`src/rtl/register_file_mp.sv`:
```
// Multi-port register file: READ_PORTS combinational reads, two prioritised write ports,
// optional write-to-read bypass, optional hardwired-zero r0 and a sequenced bulk-clear engine.
module register_file_mp #(
  parameter int WORD_LENGTH = 8,
  parameter int REG_AMOUNT  = 8,
  parameter int READ_PORTS  = 3,
  parameter int ZERO_REG    = 0,
  parameter int BYPASS      = 1,
  localparam int AW         = $clog2(REG_AMOUNT)
) (
  input  logic                              clk,
  input  logic                              rst,
  input  logic                              wrEn0,
  input  logic [AW-1:0]                     addrWrite0,
  input  logic [WORD_LENGTH-1:0]            dataIn0,
  input  logic                              wrEn1,
  input  logic [AW-1:0]                     addrWrite1,
  input  logic [WORD_LENGTH-1:0]            dataIn1,
  input  logic [READ_PORTS*AW-1:0]          addrRead,
  output logic [READ_PORTS*WORD_LENGTH-1:0] dataOut,
  input  logic                              clrReq,
  output logic                              clrBusy,
  output logic                              clrDone,
  output logic [1:0]                        dbgState
);

  typedef enum logic [1:0] {
    ST_IDLE  = 2'd0,
    ST_CLEAR = 2'd1,
    ST_DONE  = 2'd2
  } state_t;

  localparam logic [AW-1:0] LAST_IDX = AW'(REG_AMOUNT - 1);

  state_t                 r_state;
  state_t                 w_next_state;
  logic [AW-1:0]          r_idx;
  logic [WORD_LENGTH-1:0] r_mem [REG_AMOUNT];
  logic                   w_idle;
  logic                   w_acc0;
  logic                   w_acc1;

  // Clear handshake: clrReq is a level sampled only in IDLE; clrBusy covers CLEAR+DONE,
  // and clrDone is a single-cycle pulse in DONE. Writes are only accepted while idle.
  assign w_idle = (r_state == ST_IDLE);
  assign w_acc0 = w_idle && wrEn0 && !((ZERO_REG != 0) && (addrWrite0 == '0));
  assign w_acc1 = w_idle && wrEn1 && !((ZERO_REG != 0) && (addrWrite1 == '0));

  always_ff @(posedge clk or posedge rst) begin
    if (rst) r_state <= ST_IDLE;
    else     r_state <= w_next_state;
  end

  always_comb begin
    w_next_state = r_state;
    case (r_state)
      ST_IDLE:  if (clrReq) w_next_state = ST_CLEAR;
      ST_CLEAR: if (r_idx == LAST_IDX) w_next_state = ST_DONE;
      ST_DONE:  w_next_state = ST_IDLE;
      default:  w_next_state = ST_IDLE;
    endcase
  end

  always_comb begin
    clrBusy  = (r_state != ST_IDLE);
    clrDone  = (r_state == ST_DONE);
    dbgState = r_state;
  end

  // The index wraps to 0 naturally on the final clear step.
  always_ff @(posedge clk or posedge rst) begin
    if (rst)                                r_idx <= '0;
    else if (r_state == ST_IDLE && clrReq)  r_idx <= '0;
    else if (r_state == ST_CLEAR)           r_idx <= r_idx + 1'b1;
  end

  // Port 1 is assigned last so it wins when both ports hit the same address.
  always_ff @(posedge clk or posedge rst) begin
    if (rst) begin
      for (int i = 0; i < REG_AMOUNT; i++) r_mem[i] <= '0;
    end else if (r_state == ST_CLEAR) begin
      r_mem[r_idx] <= '0;
    end else begin
      if (w_acc0) r_mem[addrWrite0] <= dataIn0;
      if (w_acc1) r_mem[addrWrite1] <= dataIn1;
    end
  end

  for (genvar k = 0; k < READ_PORTS; k++) begin : g_rd
    logic [AW-1:0]          w_ra;
    logic [WORD_LENGTH-1:0] w_rd;

    assign w_ra = addrRead[k*AW +: AW];

    always_comb begin
      w_rd = r_mem[w_ra];
      if ((ZERO_REG != 0) && (w_ra == '0)) w_rd = '0;
      if (BYPASS != 0) begin
        if (w_acc1 && (addrWrite1 == w_ra))      w_rd = dataIn1;
        else if (w_acc0 && (addrWrite0 == w_ra)) w_rd = dataIn0;
      end
    end

    assign dataOut[k*WORD_LENGTH +: WORD_LENGTH] = w_rd;
  end

endmodule

```
`config.mk`:
```
export PLATFORM = sky130hd
export DESIGN_NAME = register_file_mp
export DESIGN_NICKNAME = d
export VERILOG_FILES = /design/src/rtl/register_file_mp.sv
export SDC_FILE = /design/constraint.sdc
export NUM_CORES = 1
export LEC_CHECK = 0
export CORE_MARGIN = 3
export CORE_UTILIZATION = 50
export CTS_CLUSTER_SIZE = 16
export DETAILED_ROUTE_END_ITERATION = 8
export GPL_TIMING_DRIVEN = 0
export PLACE_DENSITY_LB_ADDON = 0.1
export SLEW_MARGIN = 0
export SYNTH_ARGS = -nofsm -noshare
export SYNTH_HDL_FRONTEND = slang
export SYNTH_SLANG_ARGS = --single-unit
```
`constraint.sdc`:
```
create_clock -name clk -period 2.1 [get_ports clk]
set_clock_uncertainty 0.2 [all_clocks]
set_input_delay 0.315 -clock clk [delete_from_list [all_inputs] [get_ports clk]]
set_output_delay 0.315 -clock clk [all_outputs]
set_load 0.01 [all_outputs]
```
Word level (Yosys, flattened, before mapping) --
Cells that the tools add are included.
Cells by class: $add $sub $neg 1, reduce and logical (&&, ||, !) cells 16, bitwise gates (word level) 8, mux-type cells 32, $lt $le $gt $ge 9, equal/unequal tests 11
Operators by type and width (number):
- $mux 64 | 4
- $bwmux 64 | 2
- $mux 8 | 15
- $bmux 8 s3 | 3
- $demux 8 s3 | 3
- $and 64x64->64 | 1
- $not 64->64 | 1
- $ge 4x4->1 const B | 6
- $not 3->4 | 6
- $eq 3x3->1 | 6
- $logic_and 1x1->1 | 12
- $lt 4x1->1 const B | 3
- $mux 3 | 2
- $mux 2 | 2
- $ne 2x2->1 const B | 2
- $pmux 2 s2 | 1
- $reduce_bool 2->1 | 2
- $add 3x1->3 const B | 1
- $eq 3x3->1 const B | 1
- $eq 2x1->1 const B | 1
- $eq 2x2->1 const B | 1
- $logic_not 2->1 | 1
- $reduce_and 2->1 | 1
Storage, ports and cells: bits in registers 69, input port bits 36

Depth between registers and ports, before layout --
word-level depth 11, mapped depth 7, gate-level depth less buffers 4

Least setup slack after synthesis --
Ideal clock, no wire load.
kind flip-flop to output port, start reg r_state[1], in the netlist dbgState[1], end out dataOut[1], stages on the path, launching flop included 6, data required time 1585 ps, arrival 1712 ps, buffers on the path 1, slack -127 ps, path through dfrtp_1 > buf_2 > nor3b_2 > nand4_2 > mux2i_1 > o21ai_0
Between the ends: word-level cells in the longest chain between the ends 5, elaborated cells between the ends (all ways) 7, classes of those cells mux: 2; reduce/logical: 5
Ends and longest elaborated chain:
- start: declaration | RTL line 35 | state_t r_state;
- start signal: assignment | RTL line 51 | else r_state <= w_next_state;
- $logic_not 2->1 (*) | RTL line 45 | assign w_idle = (r_state == ST_IDLE);
- $logic_and 1x1->1 | RTL line 46 | assign w_acc0 = w_idle && wrEn0 && !((ZERO_REG != 0) && (addrWrite0 == '0));
- $logic_and 1x1->1 | RTL line 100 | else if (w_acc0 && (addrWrite0 == w_ra)) w_rd = dataIn0;
- $mux 8 | RTL line 100
- $mux 8 (*) | RTL line 99 | if (w_acc1 && (addrWrite1 == w_ra)) w_rd = dataIn1;
- end: declaration | RTL line 20 | output logic [READ_PORTS*WORD_LENGTH-1:0] dataOut,
Mark *: on every way between the ends. The rest lies on a longest branch, timed or not.

Final worst setup path --
start reg r_state[1], in the netlist dbgState[1], end out dataOut[5]
Same word-level chain as after synthesis.

==> impl_results.md <==
- Slew margin rel.: between 40% and 50%
- Initial core utilization: about half
- Antenna Cells: 0
- Crit Path Category: flip-flop to output port
- Routed vias: roughly 5.7k
- Failing checks: setup timing
- CTS Buffer Depth: 2
- Total GRT Usage: between 30% and 40%
- Final wirelength: 22500 microns
- Critical path, cell by cell: or3b_4 -> nor4_4 -> buf_4 -> buf_6 -> buf_6 -> nand2_1 -> o21ai_2 -> buf_2
- Post-synth EDFFs: 0
- Gate Count Post-Synth: ~540
- Largest net degree at the start of global routing: 41
- Crit end category: output port
- Synth area leaders: dfrtp_1 29%, mux4_2 18%, mux2i_1 15%
- DP Wirelength: ~15000 microns
- Filler Cell Count: 875
- Worst-Skew Late Latency: 0.35 ns
- GRT overflow: 0
- CTS tree: done
- TritonCTS buffer count: 9
- I/O pin count: 64
- PortBufs: 48
- Final Hold Fails: 0
- Slowest cell on the critical path: or3b_4
- Initial antenna violation count: 0
- CTS sink cnt: 69
- Pwr Density: between 1000 and 1500 nW/um^2
- Crit start category: flip-flop
- Max FO, Critical Path: 4
- First-pass GRT wire length: 33200 microns
- Mean Syn Cell Area: 11.0 sq um
- Num rows: 39
- Period utilisation layout: 128%
- Fin crit period: 2.68 ns
- Iteration-0 DRC Markers: 680
- Number of remaining DRC errors: 0
- Worst-path clk slew: roughly 0.060 ns
- Ys Warns: 0
- RSZ-0062 raised after global routing: true
- CP peak stage delay: 0.45 ns
- Fmax: between 0.3 and 0.4 GHz
- Die Ht: 115 microns
- Worst vdd ir: 0.808 mV
- Design Power: ~8.8 mW
- Top-area cell type share of the netlist area: just under 30%
- Sequential cell area: 1730 sq um
- Main synth FF type: dfrtp_1
- Most frequent cells in the layout: 84 x mux2i_1, 81 x nand2_1, 67 x dfrtp_1
- Max cap viols: 0
- Most common cell after layout, fill and taps aside: mux2i_1
- Fin. max-slew vios: 0
- Die area: 13100 sq um
- Synth async-reset ratio: 100%
- Synth Register Bits: 69
- CTS H-tree lvls: 3
- Antenna Nets Post-Route: 0
- Final setup viols: 41
- DR pass1 iterations: 5
- Gpl congestion: 0.947
- HP Class: input pin to async pin
- Synthesized area: 5900 sq um
- Syn Nets: roughly 580
- Via/cell ratio: slightly above 7
- Slack of the critical path: -0.582 ns
- CP arrival: around 2.2 ns
- DR WL/cell: 28.3 microns
- Area grow syn2layout: 28.8%
- Layout cells sized above 1: 39.6%
- Core box area: 11500 sq um
- Sequential share of the synthesized area: 29.3%
- Required arrival time at the worst endpoint: 1.58 ns
- Cell mode on critical path: buf_6
- Setup_tns: -17.52 ns
- Multi-input gate area: 4200 sq um
- Tightest Pin Transition: 0.829 ns
- Final net count: 685
- Leakage: around 3.5 nW
- Synth cell types: 42
- Area leader, netlist: dfrtp_1
- CTS Root Cell: clkbuf_16
- Number of global-route vias before repair: about 5.6k
- Die Wd: 115 microns
- Worst hold margin: 0.214 ns
- Run status: finished, violations left
[registers in the layout (all words and copies together) (netlist names)]
name / flops
dbgState: 2
r_mem: 64
r_idx: 3
[critical path: cells and delay by family (launching register included)]
kind,cells,cell delay (ns)
AO/OA/AOI/OAI,1,0.08
buffers and inverters,4,0.57
flip-flops,1,0.43
AND/OR/NAND/NOR,3,0.73
[stage by stage]
step / setup slack, ns / cells / area (sq um) / utilization, %
3_5_place_dp: -1.31 / 730 / 6660 / 58.0
4_1_cts: -0.672 / 781 / 7370 / 64.3
5_1_grt: -0.634 / 795 / 7590 / 66.2
6_report: -0.582 / 795 / 7590 / 66.2
3_3_place_gp: -1.40 / 729 / 6640 / 57.9
2_1_floorplan: -0.0928 / 538 / 5980 / -
[layout make-up]
cell class / instances / area share (%)
Multi-Input combinational cell: 425 / 55.3
Sequential cell: 69 / 22.8
Timing Repair Buffer: 98 / 11.5
Buffer: 40 / 3.66
Clock buffer: 10 / 3.02
Tap cell: 143 / 2.36
Clock inverter: 6 / 1.15
Inverter: 4 / 0.247
[metal layers]
metal  routed length (microns)  GRT usage, %
met4                      1430          21.5
met2                     10400          53.2
met5                         0             0
met3                      2450          6.98
met1                      8230          45.1
[cell families after synthesis]
group	synth area share [%]
muxes	37.9
and+or+nand+nor	12.5
AOI/OAI and AO/OA	13.1
DFF	29.3
buffers and inverters	4.09
xor gates and xnor gates	2.67
adders and majority gates	0.424
[what timing repair did]
item                                    in CTS  in global routing
hold buffers                                 0                  0
gates resized for setup                    149                 48
setup buffers                               34                 15
pin swaps                                   15                 15
cloned                                       2                  1
endpoints found under the setup margin      90                 85
[path summary, 6_finish.rpt]
check                      cells past startpoint          end        start  slack (ns)
setup reg to reg                               7    r_mem[50]  dbgState[0]       -0.46
hold reg to reg                                2     r_mem[1]     r_mem[1]        0.35
min in group clk                               2     r_mem[1]     r_mem[1]        0.35
hold / removal                                 2     r_mem[4]          rst        0.21
setup / recovery                               8   dataOut[5]  dbgState[1]       -0.58
max in group asynchronous                      3  dbgState[1]          rst        0.84
[synthesized netlist by cell type, drive strengths merged (6+ instances only)]
master	instances
buf	22
clkbuf	18
dfrtp	69
mux2	24
mux2i	88
mux4	48
nand2	111
nand3	6
o21ai	25
o221ai	64
xnor2	9
xor2	9
[power by group]
group	switching (mW)	internal (mW)	total, mW
combinational	2.50	2.02	4.52
sequential	0.763	1.90	2.66
clock	0.630	1.04	1.67
total	3.89	4.96	8.85
No activity file was read; power rests on OpenSTA's default activity.
